===== src/rtl/log_reader.sv =====
// log_reader: drains entries 0..count-1 from a synchronous-read RAM onto a
// valid/ready output, optionally pulsing a RAM clear once the drain is done.
// Each entry costs at least three cycles: ADDR issues the read, CAPT registers
// the returned data, and EMIT holds it until the consumer takes it.
module log_reader #(
  parameter int ADDR_WIDTH = 8,
  parameter int DATA_WIDTH = 37,
  parameter int DEPTH      = 64
) (
  input  logic                  clk,
  input  logic                  reset_n,
  input  logic                  start,
  input  logic [ADDR_WIDTH:0]   count,
  input  logic                  clr_after,
  input  logic                  abort,
  output logic [ADDR_WIDTH-1:0] rd_addr,
  output logic                  re,
  input  logic [DATA_WIDTH-1:0] rd_data,
  output logic                  clr,
  output logic [DATA_WIDTH-1:0] out_data,
  output logic                  out_valid,
  input  logic                  out_ready,
  output logic                  busy,
  output logic                  done
);

  localparam logic [2:0] IDLE  = 3'd0;
  localparam logic [2:0] ADDR  = 3'd1;
  localparam logic [2:0] CAPT  = 3'd2;
  localparam logic [2:0] EMIT  = 3'd3;
  localparam logic [2:0] CLEAR = 3'd4;
  localparam logic [2:0] FIN   = 3'd5;

  localparam logic [ADDR_WIDTH:0] DEPTH_C = (ADDR_WIDTH+1)'(DEPTH);
  localparam logic [ADDR_WIDTH:0] PTR_ONE = (ADDR_WIDTH+1)'(1);

  logic [2:0]          state, state_nxt;
  logic [ADDR_WIDTH:0] ptr, cnt, ptr_inc, cnt_clip;
  logic                clr_lat;
  logic                take;      // accepted start
  logic                hs;        // consumer handshake that is not overridden by abort

  // ptr never exceeds the clipped count, so the increment cannot wrap
  assign ptr_inc  = ptr + PTR_ONE;
  assign cnt_clip = (count > DEPTH_C) ? DEPTH_C : count;
  assign take     = (state == IDLE) && start;
  assign hs       = (state == EMIT) && out_ready && !abort;

  // Next-state decode; abort overrides every transition out of a busy state
  always_comb begin
    state_nxt = state;
    case (state)
      IDLE:    if (start) state_nxt = (cnt_clip == '0) ? FIN : ADDR;
      ADDR:    state_nxt = CAPT;
      CAPT:    state_nxt = EMIT;
      EMIT: begin
        if (out_ready) begin
          if (ptr_inc < cnt)  state_nxt = ADDR;
          else if (clr_lat)   state_nxt = CLEAR;
          else                state_nxt = FIN;
        end
      end
      CLEAR:   state_nxt = FIN;
      FIN:     state_nxt = IDLE;
      default: state_nxt = IDLE;
    endcase
    if (abort && (state != IDLE)) state_nxt = IDLE;
  end

  // State register plus the drain bookkeeping latched on an accepted start
  always_ff @(posedge clk or negedge reset_n) begin
    if (!reset_n) begin
      state   <= IDLE;
      ptr     <= '0;
      cnt     <= '0;
      clr_lat <= 1'b0;
    end else begin
      state <= state_nxt;
      if (take) begin
        ptr     <= '0;
        cnt     <= cnt_clip;
        clr_lat <= clr_after;
      end else if (hs) begin
        ptr <= ptr_inc;
      end
    end
  end

  // Output holding register: loaded in CAPT, held through EMIT until taken
  always_ff @(posedge clk or negedge reset_n) begin
    if (!reset_n) begin
      out_data  <= '0;
      out_valid <= 1'b0;
    end else if (abort && (state != IDLE)) begin
      out_valid <= 1'b0;
    end else if (state == CAPT) begin
      out_data  <= rd_data;
      out_valid <= 1'b1;
    end else if (hs) begin
      out_valid <= 1'b0;
    end
  end

  // Control outputs decode straight from state; abort suppresses the
  // completion-side pulses so a cancelled drain never reports done or clears
  always_comb begin
    rd_addr = ptr[ADDR_WIDTH-1:0];
    re      = (state == ADDR) || (state == CAPT);
    busy    = (state != IDLE);
    clr     = (state == CLEAR) && !abort;
    done    = (state == FIN) && !abort;
  end

endmodule


===== config.mk =====
export PLATFORM = sky130hd
export DESIGN_NAME = log_reader
export DESIGN_NICKNAME = d
export VERILOG_FILES = /design/src/rtl/log_reader.sv
export SDC_FILE = /design/constraint.sdc
export NUM_CORES = 1
export LEC_CHECK = 0
export BUFFER_PORTS_ARGS = -buffer_cell sky130_fd_sc_hd__buf_4
export CAP_MARGIN = 20
export CORE_UTILIZATION = 53
export DETAILED_ROUTE_END_ITERATION = 6
export PLACE_DENSITY_LB_ADDON = 0.3
export SYNTH_ARGS = -nofsm -noshare
export SYNTH_HDL_FRONTEND = slang
export SYNTH_SLANG_ARGS = --single-unit
export TNS_END_PERCENT = 5

===== constraint.sdc =====
create_clock -name clk -period 3.7 [get_ports clk]
set_clock_uncertainty 0.15 [all_clocks]
set_input_delay 0.185 -clock clk [delete_from_list [all_inputs] [get_ports clk]]
set_output_delay 0.185 -clock clk [all_outputs]
set_load 0.005 [all_outputs]

# Word-level counts from Yosys, hierarchy flattened
# Index checks and enable logic that the tools add are counted.
# op_classes
n_addsub	1
n_reduce_logical	15
bitwise_logic	1
n_eq_ne	7
muxes	13
magnitude_cmp	2
# op_table
cell	n
9-bit 2-to-1 mux	3
3-bit 2-to-1 mux	5
3-bit one-hot mux with 5 select lines	1
9-bit by 1-bit adder with 9-bit output, second input constant	1
9-bit by 7-bit greater-than comparator with 1-bit output, second input constant	1
9-bit zero test	1
9-bit < comparator	1
3-bit by 2-bit == test with 1-bit output, second input constant	2
3-bit == test, second input constant	2
1-bit logical AND	6
3-bit by 2-bit inequality test with 1-bit output, second input constant	2
3-bit nonzero test	2
1-bit 2-to-1 mux	4
2-bit AND reduction	2
3-bit by 1-bit == test with 1-bit output, second input constant	1
3-bit zero test	1
2-bit nonzero test	1
1-bit zero test	1
1-bit logical OR	1
1-bit NOT	1
# totals
input_bits	52
reg_bits	60
output_inout_bits	50
elab_cells	45

# Longest topological paths before layout
# Gate-level depths: netlist of run 1.
# depth
ltp_word	7
mapped_depth	9
depth_no_buf	9

# Least setup slack after synthesis of run 1
# Ideal clock, no wire load.
# synth_timing
path_kind	register -> register
start	reg ptr[0]
end	reg state[2]
stages_incl_launch_ff	10
n_path_buf	0
period_less_slack_ns	2.438
arrival_ns	2.162
setup_ns	0.126
path_slack_ns	1.262
required_ns	3.424
path_cell_list	dfrtp_1 -> ha_1 -> and3_1 -> nand3_1 -> xnor2_1 -> ha_1 -> a211oi_1 -> nor2_1 -> a211o_1 -> a221o_1
# synth_between
elab_chain_len	6
# synth_rtl
item	line	text
start, declared	38	logic [ADDR_WIDTH:0] ptr, cnt, ptr_inc, cnt_clip;
start signal, assigned	84	ptr <= ptr_inc;
9-bit by 1-bit adder with 9-bit output	44	assign ptr_inc = ptr + PTR_ONE;
9-bit < comparator	58	if (ptr_inc < cnt) state_nxt = ADDR;
3-bit 2-to-1 mux	58	
3-bit 2-to-1 mux	57	if (out_ready) begin
3-bit one-hot mux with 5 select lines	52	case (state)
3-bit 2-to-1 mux	67	if (abort && (state != IDLE)) state_nxt = IDLE;
end signal, assigned	78	state <= state_nxt;
end, declared	37	logic [2:0] state, state_nxt;
# No other way between the ends. The select of a mux whose other input is x is not followed.
# A chain may end at the register's enable or synchronous reset.

# Worst setup path in the final report of run 1
# Ends and elaborated chain as after synthesis.

==> metrics.yaml, run 1 <==
status: "completed"
yosysMostFrequentCell: "dfrtp_1"
hp-class: "in2reg"
drv_slew: 0
period_needed_ns: 2.63
place_hpwl_um: 4030
vias_per_cell: 5.09
syn_area_per_cell_sq_um: 12.3
cp_num_buf_inv: 0
crit_arrival_ns: 2.68
grt_pass1_wl_um: 10100
cts_buffer_depth: 2
drtIter0Drc: 79
final-setup-viol-count: 0
cts_tree: "done"
cp_common_cell: "ha_1"
crit_path_cell_trace: "ha_1, and3_1, nand3_1, xnor2_1, ha_1, a211oi_1, nor2_1, a211o_1, a221o_1"
yosys-top-cells-count: "dfrtp_1, mux2_2, o21ai_0"
mappedNetlistNets: 290
htree_levels: 3
p_leak_uw: 0.00198
stdcell_count: 443
critical_path.top_delay_family: "compound AO/OA/AOI/OAI gates"
end_kind: "flop"
cts_root_buf: "clkbuf_8"
critical_path_class: "reg2reg"
syn_area_sq_um: 2810
tightest_slew_ns: 1.04
hold_viol: 0
cts.clk_slew.worst_paths_ns: 0.06
first_global_vias: 2175
ys_seq_elements: 60
setup_tns_ns: 0
diodes: 0
io_buffers: 101
initial_core_util_pct: 55.0
antenna_found_initial: 0
ys_warn_count: 0
drive_above_1_share_pct: 43.2
ir_worst_vdd_mv: 0.432
grt_max_degree: 61
ios: 102
fin_ws_ns: 1.07
fp.dieArea_sq_um: 5600
post-route-period-util_pct: 71.0
fmax_mhz: 381
place.gp.congestion: 0.818
slowest_delay_ns: 0.43
grt_usage_pct: 24.5
synthCells: 229
worst_setup_path_start_kind: "flop"
ys_seq_area_share_pct: 53.4
timing.hold.ws_ns: 0.0372
required_ns: 3.75
slew_headroom_pct: 30.2
routedWlPerCell_um: 14.9
fp.dieW_um: 74.8
dp_cells: 383
fp-row-count: 26
cp_max_fo: 7
synth_top_area_share_pct: 53.4
async_flop_share_pct: 100
rsz0062_at_grt: "no"
routed_wl_um: 6590
cap_viol_max_count: 0
finalPower_uw: 2330
core_area_sq_um: 5110
dp_slack_ns: 1.09
grt_overflow: 0
fill_cells: 306
clock_latency_ns: 0.32
slowest_stage: "dfrtp_1"
synth.distinct_cells: 41
ys_top_cells_by_area: "dfrtp_1, mux2_2, ha_1, buf_4, o21ai_0"
drtAntennaViolNets: 0
die_h_um: 74.8
drcViolationCount: 0
ys.flop_type: "dfrtp_1"
p_per_area_nw_per_um2: 564
synth_largest_area_cell: "dfrtp_1"
drtPass1Iterations: 4
finalNetCount: 430
cts_buffers: 9
syn2layout_area_growth_pct: 47.2
synth_edf_count: 0
cts.sinks: 60
via_count: 2255
==> worst paths after layout <==
path / from / to / slack (ns) / cells past startpoint
setup reg to reg: ptr[0] / state[2] / 1.07 / 9
hold reg to reg: cnt[7] / cnt[7] / 0.34 / 1
setup / recovery: ptr[0] / state[2] / 1.07 / 9
hold / removal: count[6] / cnt[0] / 0.04 / 3
min in group asynchronous: reset_n / ptr[3] / 0.31 / 2
max in group asynchronous: reset_n / out_data[8] / 2.61 / 2
==> per-layer routing <==
layer  vias up  share of wire, %  GRT usage (%)
met5         -                 0              0
met4         0               2.1           10.7
met3        13               4.9           5.22
met2        84                51           41.0
met1      1073                42           30.6
li1       1085                 -              -
==> sequential cells by signal, summed over array words and instances, names as in the netlist <==
register   cells
state          3
out_data      37
out_valid      1
ptr            9
clr_lat        1
cnt            9
==> repair_timing <==
item | 4_1_cts | 5_1_grt
hold endpoints to repair | 104 | 0
hold buffers | 45 | 0
buffers inserted | 0 | 0
gates resized for setup | 0 | 0
==> final cells by class <==
class | count | area, sq um | area share [%]
repair buffers | 146 | 1210 | 29.2
inverters | 11 | 41.3 | 0.998
clock buffers | 10 | 128 | 3.08
multi-input cells | 141 | 1140 | 27.6
clock inverters | 5 | 30.0 | 0.726
well taps | 70 | 87.6 | 2.12
flip-flops and latches | 60 | 1500 | 36.3
==> placed cells by master (no fill, tap or decap), types with 3 or more instances in the layout <==
cell type        n
nand2_1         13
clkbuf_8         9
dfrtp_1         60
xor2_1           3
inv_1           11
clkinv_2         3
a22o_1           6
nor2_1           7
nor3_1           7
buf_4          101
a21oi_1          3
dlygate4sd3_1   45
xnor2_1          5
a21o_1           3
ha_1             9
o21ai_0         15
mux2_2          38
nand3_1          4
==> stage by stage <==
stage	cell area [sq um]	util (%)
floorplan	2810	-
global placement	3530	69.1
detailed placement	3530	69.1
CTS	4140	81.0
global route	4140	81.0
finish	4140	81.0
==> worst register-to-register path, cell delays in order, from the launching register on <==
cell	delay (ns)
dfrtp_1	0.43
ha_1	0.27
and3_1	0.22
nand3_1	0.13
xnor2_1	0.17
ha_1	0.30
a211oi_1	0.21
nor2_1	0.07
a211o_1	0.25
a221o_1	0.32
==> where the power goes <==
part	switching, uW	internal (uW)
logic	283	537
registers	146	888
clock network	245	235
==> logic make-up after synthesis <==
| group | after synthesis | synth area share, % |
|---|---|---|
| multiplexers | 38 | 15.2 |
| buffers and inverters | 28 | 6.23 |
| XOR/XNOR | 8 | 2.49 |
| adder cells (fa/ha/maj) | 9 | 4.01 |
| AO/OA/AOI/OAI | 35 | 8.28 |
| flip-flops | 60 | 53.4 |
| AND/OR/NAND/NOR | 51 | 10.3 |
(Power assumes the default switching activity.)
==> run 2: changes to the inputs <==
--- a/config.mk
+++ b/config.mk
@@ -7,7 +7,7 @@
 export LEC_CHECK = 0
 export BUFFER_PORTS_ARGS = -buffer_cell sky130_fd_sc_hd__buf_4
 export CAP_MARGIN = 20
-export CORE_UTILIZATION = 53
+export CORE_UTILIZATION = 49
 export DETAILED_ROUTE_END_ITERATION = 6
 export PLACE_DENSITY_LB_ADDON = 0.3
 export SYNTH_ARGS = -nofsm -noshare
==> constraint.sdc (replaced) <==
create_clock -name clk -period 2.7 [get_ports clk]
set_clock_uncertainty 0.15 [all_clocks]
set_input_delay 0.135 -clock clk [delete_from_list [all_inputs] [get_ports clk]]
set_output_delay 0.135 -clock clk [all_outputs]
set_load 0.005 [all_outputs]
==> run 2 against run 1 <==
Against the previous run: core utilization fell by 2.4 points; non-clock buffer count rose by 12; sequential share of layout area fell by 1.6 points; wire length rose by 6.7%; final cell count rose by 3.4%; count of clock-buffer cells in the layout did not move; clock power rose by 82%; combinational power rose by 43%; flip-flop and latch count did not move; die area rose by 7.9%; global-route usage rose by 0.24 points; critical path depth did not move.
==> metrics.yaml, run 2 (synthesized netlist as in run 1, its figures left out) <==
critical_path.top_delay_family: "compound AO/OA/AOI/OAI gates"
cts_root_buf: "clkbuf_8"
grt_max_degree: 61
core_area_sq_um: 5510
seqPwrFrac_pct: 40.8
ios: 102
p_clk_share_pct: 25.4
slowest_delay_ns: 0.45
cp_common_cell: "nand4_1"
cts.sinks: 60
drtAntennaViolNets: 0
cp_max_fo: 5
slew_headroom_pct: 49.9
power_switching_uw: 951
largest-register: "out_data"
combPwrFrac_pct: 33.8
fmax_mhz: 386
switching_share_pct: 27.6
cts_buffers: 9
p_per_area_nw_per_um2: 795
setup_tns_ns: 0
final-setup-viol-count: 0
routed_wl_um: 7030
diodes: 0
final_common_cell: "buf_4"
reg2reg_depth: 9
fill_cells: 355
die_h_um: 77.7
syn2layout_area_growth_pct: 54.1
fp-row-count: 27
whs_path_depth: 3
place.gp.congestion: 0.872
slowest_stage: "dfrtp_1"
crit_arrival_ns: 2.66
drv_slew: 0
largestRegisters: "out_data (37), cnt (9), ptr (9)"
cp_num_cells: 9
grt_overflow: 0
io_buffers: 101
post-route-period-util_pct: 96.0
drive_above_1_share_pct: 43.8
hp-class: "in2reg"
worst_setup_path_start_kind: "flop"
cts_tree: "done"
required_ns: 2.77
routedWlPerCell_um: 15.3
p_leak_uw: 0.00206
tightest_slew_ns: 0.751
layout_common_cells: "buf_4, dfrtp_1, dlygate4sd3_1, mux2_2, o21ai_0"
via_count: 2361
fp.dieArea_sq_um: 6040
drtIter0Drc: 92
largest_reg_flops: 37
initial_core_util_pct: 51.0
end_kind: "flop"
fin_util_pct: 78.7
hold_viol: 0
cap_viol_max_count: 0
clock_latency_ns: 0.33
grt_usage_pct: 24.7
cts.clk_slew.worst_paths_ns: 0.07
htree_levels: 3
ir_worst_vdd_mv: 0.539
status: "completed"
period_needed_ns: 2.59
drcViolationCount: 0
finalNetCount: 442
drtPass1Iterations: 4
first_global_vias: 2402
fp.dieW_um: 77.7
cts_buffer_depth: 2
crit_path_cell_trace: "buf_4, nand4_1, or2_2, xnor2_1, ha_1, nand4_1, a21oi_1, a211o_1, a221o_1"
grt_pass1_wl_um: 11300
antenna_found_initial: 0
critical_path_class: "reg2reg"
power_report.internal_total_uw: 2500
vias_per_cell: 5.16
place_hpwl_um: 4200
cp_num_buf_inv: 1
==> run 2: area by class of cell <==
| cell class | instances | area [sq um] | share of cell area (%) |
|---|---|---|---|
| clock buffers | 10 | 128 | 2.95 |
| clock inverters | 6 | 88.8 | 2.05 |
| inverters | 11 | 41.3 | 0.953 |
| multi-input cells | 141 | 1160 | 26.9 |
| flip-flops and latches | 60 | 1500 | 34.7 |
| well taps | 72 | 90.1 | 2.08 |
| repair buffers | 158 | 1320 | 30.4 |
==> run 2: worst min-delay path: cells and delay by family <==
kind	cells	cell delay, ns
AND/OR/NAND/NOR	1	0.06
buffers and inverters	1	0.10
AO/OA/AOI/OAI	1	0.17
==> run 2: worst paths after layout <==
| kind | to | slack (ns) | startpoint |
|---|---|---|---|
| setup / recovery | state[2] | 0.11 | ptr[1] |
| hold / removal | cnt[2] | 0.03 | count[8] |
| setup reg to reg | state[2] | 0.11 | ptr[1] |
| hold reg to reg | cnt[8] | 0.34 | cnt[8] |
| max in group asynchronous | ptr[3] | 1.64 | reset_n |
| min in group asynchronous | out_data[24] | 0.26 | reset_n |
==> run 2: power by group through the flow <==
stage          Clock, uW  Combinational, uW  Sequential, uW
6_report             874               1170            1410
5_1_grt              937               1250            1450
4_1_cts              900               1150            1390
3_3_place_gp           0               1050            1390
2_1_floorplan          0                461            1410
3_5_place_dp           0               1080            1400
==> run 2: through the flow <==
step	total power, uW	instance area [sq um]	instances	worst slack, ns	hold WS, ns
floorplan	1870	2810	229	0.262	-0.311
global placement	2440	3550	387	0.194	0.104
detailed placement	2480	3550	387	0.0865	0.104
CTS	3440	4290	456	0.0837	0.00897
global route	3640	4330	458	-0.0604	0.0181
finish	3450	4330	458	0.108	0.0323
==> run 2: routing by layer <==
metal / GRT usage [%] / vias up / share of wire (%) / wire length [um]
met1: 27.3 / 1138 / 40 / 2830
met4: 15.7 / 0 / 2.8 / 194
li1: - / 1113 / - / -
met5: 0 / - / 0 / 0
met2: 43.5 / 89 / 52 / 3670
met3: 4.59 / 21 / 4.8 / 335
==> run 2: repair_timing <==
item                                   in CTS  in global routing
buffers inserted                            0                  2
resized for setup                           0                  4
hold buffers                               53                  0
endpoints found under the hold margin     108                  0
setup endpoints to repair                   0                  1
==> run 3: changes to the inputs <==
--- a/config.mk
+++ b/config.mk
@@ -8,8 +8,9 @@
 export BUFFER_PORTS_ARGS = -buffer_cell sky130_fd_sc_hd__buf_4
 export CAP_MARGIN = 20
 export CORE_UTILIZATION = 49
+export CTS_CLUSTER_DIAMETER = 60
 export DETAILED_ROUTE_END_ITERATION = 6
-export PLACE_DENSITY_LB_ADDON = 0.3
+export PLACE_DENSITY = 0.77
 export SYNTH_ARGS = -nofsm -noshare
 export SYNTH_HDL_FRONTEND = slang
 export SYNTH_SLANG_ARGS = --single-unit
==> run 3 against run 2 <==
Against the previous run: sequential share of layout area grew 0.20 points; global-route usage grew 0.99 points; hold slack got worse by 0.016 ns; first-iteration DRC count is 29% higher; wire length grew 2.2%; non-clock buffer count down 3; combinational power is essentially flat; worst setup slack better by 0.012 ns; flip-flop and latch count unchanged; count of clock-buffer cells in the layout grew 1; total power rose by 1.3%.
==> metrics.yaml, run 3 (synthesized netlist as in run 1, its figures left out) <==
cp_max_fo: 8
crit_arrival_ns: 2.64
grt_pass1_wl_um: 11500
rsz0062_at_grt: "no"
fmax_mhz: 388
drv_slew: 0
fill_cells: 347
switching_share_pct: 27.4
place.gp.congestion: 0.778
cts_buffer_depth: 2
grt_overflow: 0
antenna_found_initial: 0
combPwrFrac_pct: 33.3
fp-row-count: 27
p_per_area_nw_per_um2: 810
r2r_slack_ns: 0.12
drtPass1Iterations: 4
stdcell_area_sq_um: 4310
power_report.internal_total_uw: 2530
required_ns: 2.76
ir_worst_vdd_mv: 0.628
diodes: 0
vias_per_cell: 5.24
final-setup-viol-count: 0
fin_util_pct: 78.2
largest-register: "out_data"
period_needed_ns: 2.58
drtIter0Drc: 119
post-route-period-util_pct: 95.6
worst_setup_path_start_kind: "flop"
crit_start: "ptr[2]"
syn2layout_area_growth_pct: 53.3
die_h_um: 77.7
tightest_slew_ns: 0.745
finalNetCount: 439
place_area_sq_um: 3550
reg2reg_depth: 8
htree_levels: 3
status: "completed"
grt_usage_pct: 25.7
dp_slack_ns: -0.00222
slew_headroom_pct: 50.4
whs_endpoint: "cnt[5]"
cts.clk_slew.worst_paths_ns: 0.07
p_leak_uw: 0.00205
seqPwrFrac_pct: 40.4
drive_above_1_share_pct: 44.2
hp-class: "in2reg"
worstReg2RegStart: "ptr[2]"
routedWlPerCell_um: 15.8
largestRegisters: "out_data (37), cnt (9), ptr (9)"
first_global_vias: 2417
cts_tree: "done"
cts.sinks: 60
initial_core_util_pct: 51.0
whs_path_depth: 3
final_common_cell: "buf_4"
layout_common_cells: "buf_4, dfrtp_1, dlygate4sd3_1, mux2_2, o21ai_0"
cts_buffers: 9
place_hpwl_um: 4230
drcViolationCount: 0
io_buffers: 101
fin_ws_ns: 0.120
hold_viol: 0
critical_path_class: "reg2reg"
grt_max_degree: 61
clock_latency_ns: 0.34
core_area_sq_um: 5510
cts_root_buf: "clkbuf_8"
power_switching_uw: 958
end_kind: "flop"
setup_tns_ns: 0
r2r-end: "state[2]"
fp.dieW_um: 77.7
cap_viol_max_count: 0
hold_start: "count[8]"
p_clk_share_pct: 26.3
via_count: 2377
largest_reg_flops: 37
drtAntennaViolNets: 0
fp.dieArea_sq_um: 6040
routed_wl_um: 7180
ios: 102
run 3: cell types whose count changed in the layout (fill, tap and decap cells not counted):
cell / before / now
clkbuf_1: 1 / 0
ha_4: 1 / 0
ha_2: 0 / 1
nand3_2: 0 / 1
buf_4: 105 / 104
clkbuf_8: 9 / 11
dlygate4sd3_1: 53 / 51
clkinv_4: 1 / 0
nand3_1: 4 / 3
clkinvlp_4: 2 / 1
run 3: worst max-delay path by stage:
| stage | end | slack, ns | cells past startpoint |
|---|---|---|---|
| final | state[2] | 0.12 | 8 |
| after detailed placement | state[2] | -0.002 | 9 |
| after CTS | state[2] | 0.08 | 9 |
| after global placement | state[2] | 0.18 | 9 |
| after floorplan | state[2] | 0.26 | 9 |
| after global routing | state[2] | 0.03 | 9 |
run 3: routing by layer:
metal / global-route usage [%] / vias to the layer above / routed length (um) / share of wire, %
met5: 0 / - / 0 / 0
met4: 15.7 / 0 / 307 / 4.3
met3: 6.47 / 27 / 292 / 4.1
met2: 44.2 / 82 / 3700 / 52
met1: 28.5 / 1169 / 2880 / 40
li1: - / 1099 / - / -
run 3: cell type report:
cell class | instances | area, sq um | share of cell area (%)
well taps | 72 | 90.1 | 2.09
flip-flops and latches | 60 | 1500 | 34.9
clock inverters | 4 | 72.6 | 1.69
inverters | 11 | 41.3 | 0.959
repair buffers | 155 | 1290 | 30.0
multi-input cells | 141 | 1160 | 26.9
clock buffers | 11 | 151 | 3.52
run 3: per-stage QoR:
stage / cells / hold WS (ns) / power (uW)
5_1_grt: 454 / 0.00385 / 3660
3_5_place_dp: 387 / 0.0998 / 2490
6_report: 454 / 0.0163 / 3490
2_1_floorplan: 229 / -0.311 / 1870
3_3_place_gp: 387 / 0.0970 / 2450
4_1_cts: 454 / 0.00296 / 3460
run 3: what timing repair did:
| action | in CTS | in global routing |
|---|---|---|
| setup endpoints to repair | 1 | 1 |
| setup buffers | 1 | 0 |
| gates resized for setup | 1 | 3 |
| pin swaps | 0 | 1 |
| hold buffers | 51 | 0 |
| hold endpoints to repair | 108 | 0 |
run 3: power groups by stage:
stage / sequential [uW] / clock, uW / combinational [uW]
3_5_place_dp: 1410 / 0 / 1080
4_1_cts: 1390 / 918 / 1150
6_report: 1410 / 917 / 1160
3_3_place_gp: 1390 / 0 / 1060
2_1_floorplan: 1410 / 0 / 461
5_1_grt: 1450 / 971 / 1240
run 3: critical path, stage by stage, from the launching register on:
cell and delay (ns):
dfrtp_1 0.48, nand4_1 0.20, nor3_2 0.30, xor2_1 0.22, ha_1 0.27, o21ai_0 0.18, nor2_1 0.06, a211o_1 0.27
a221o_1 0.34
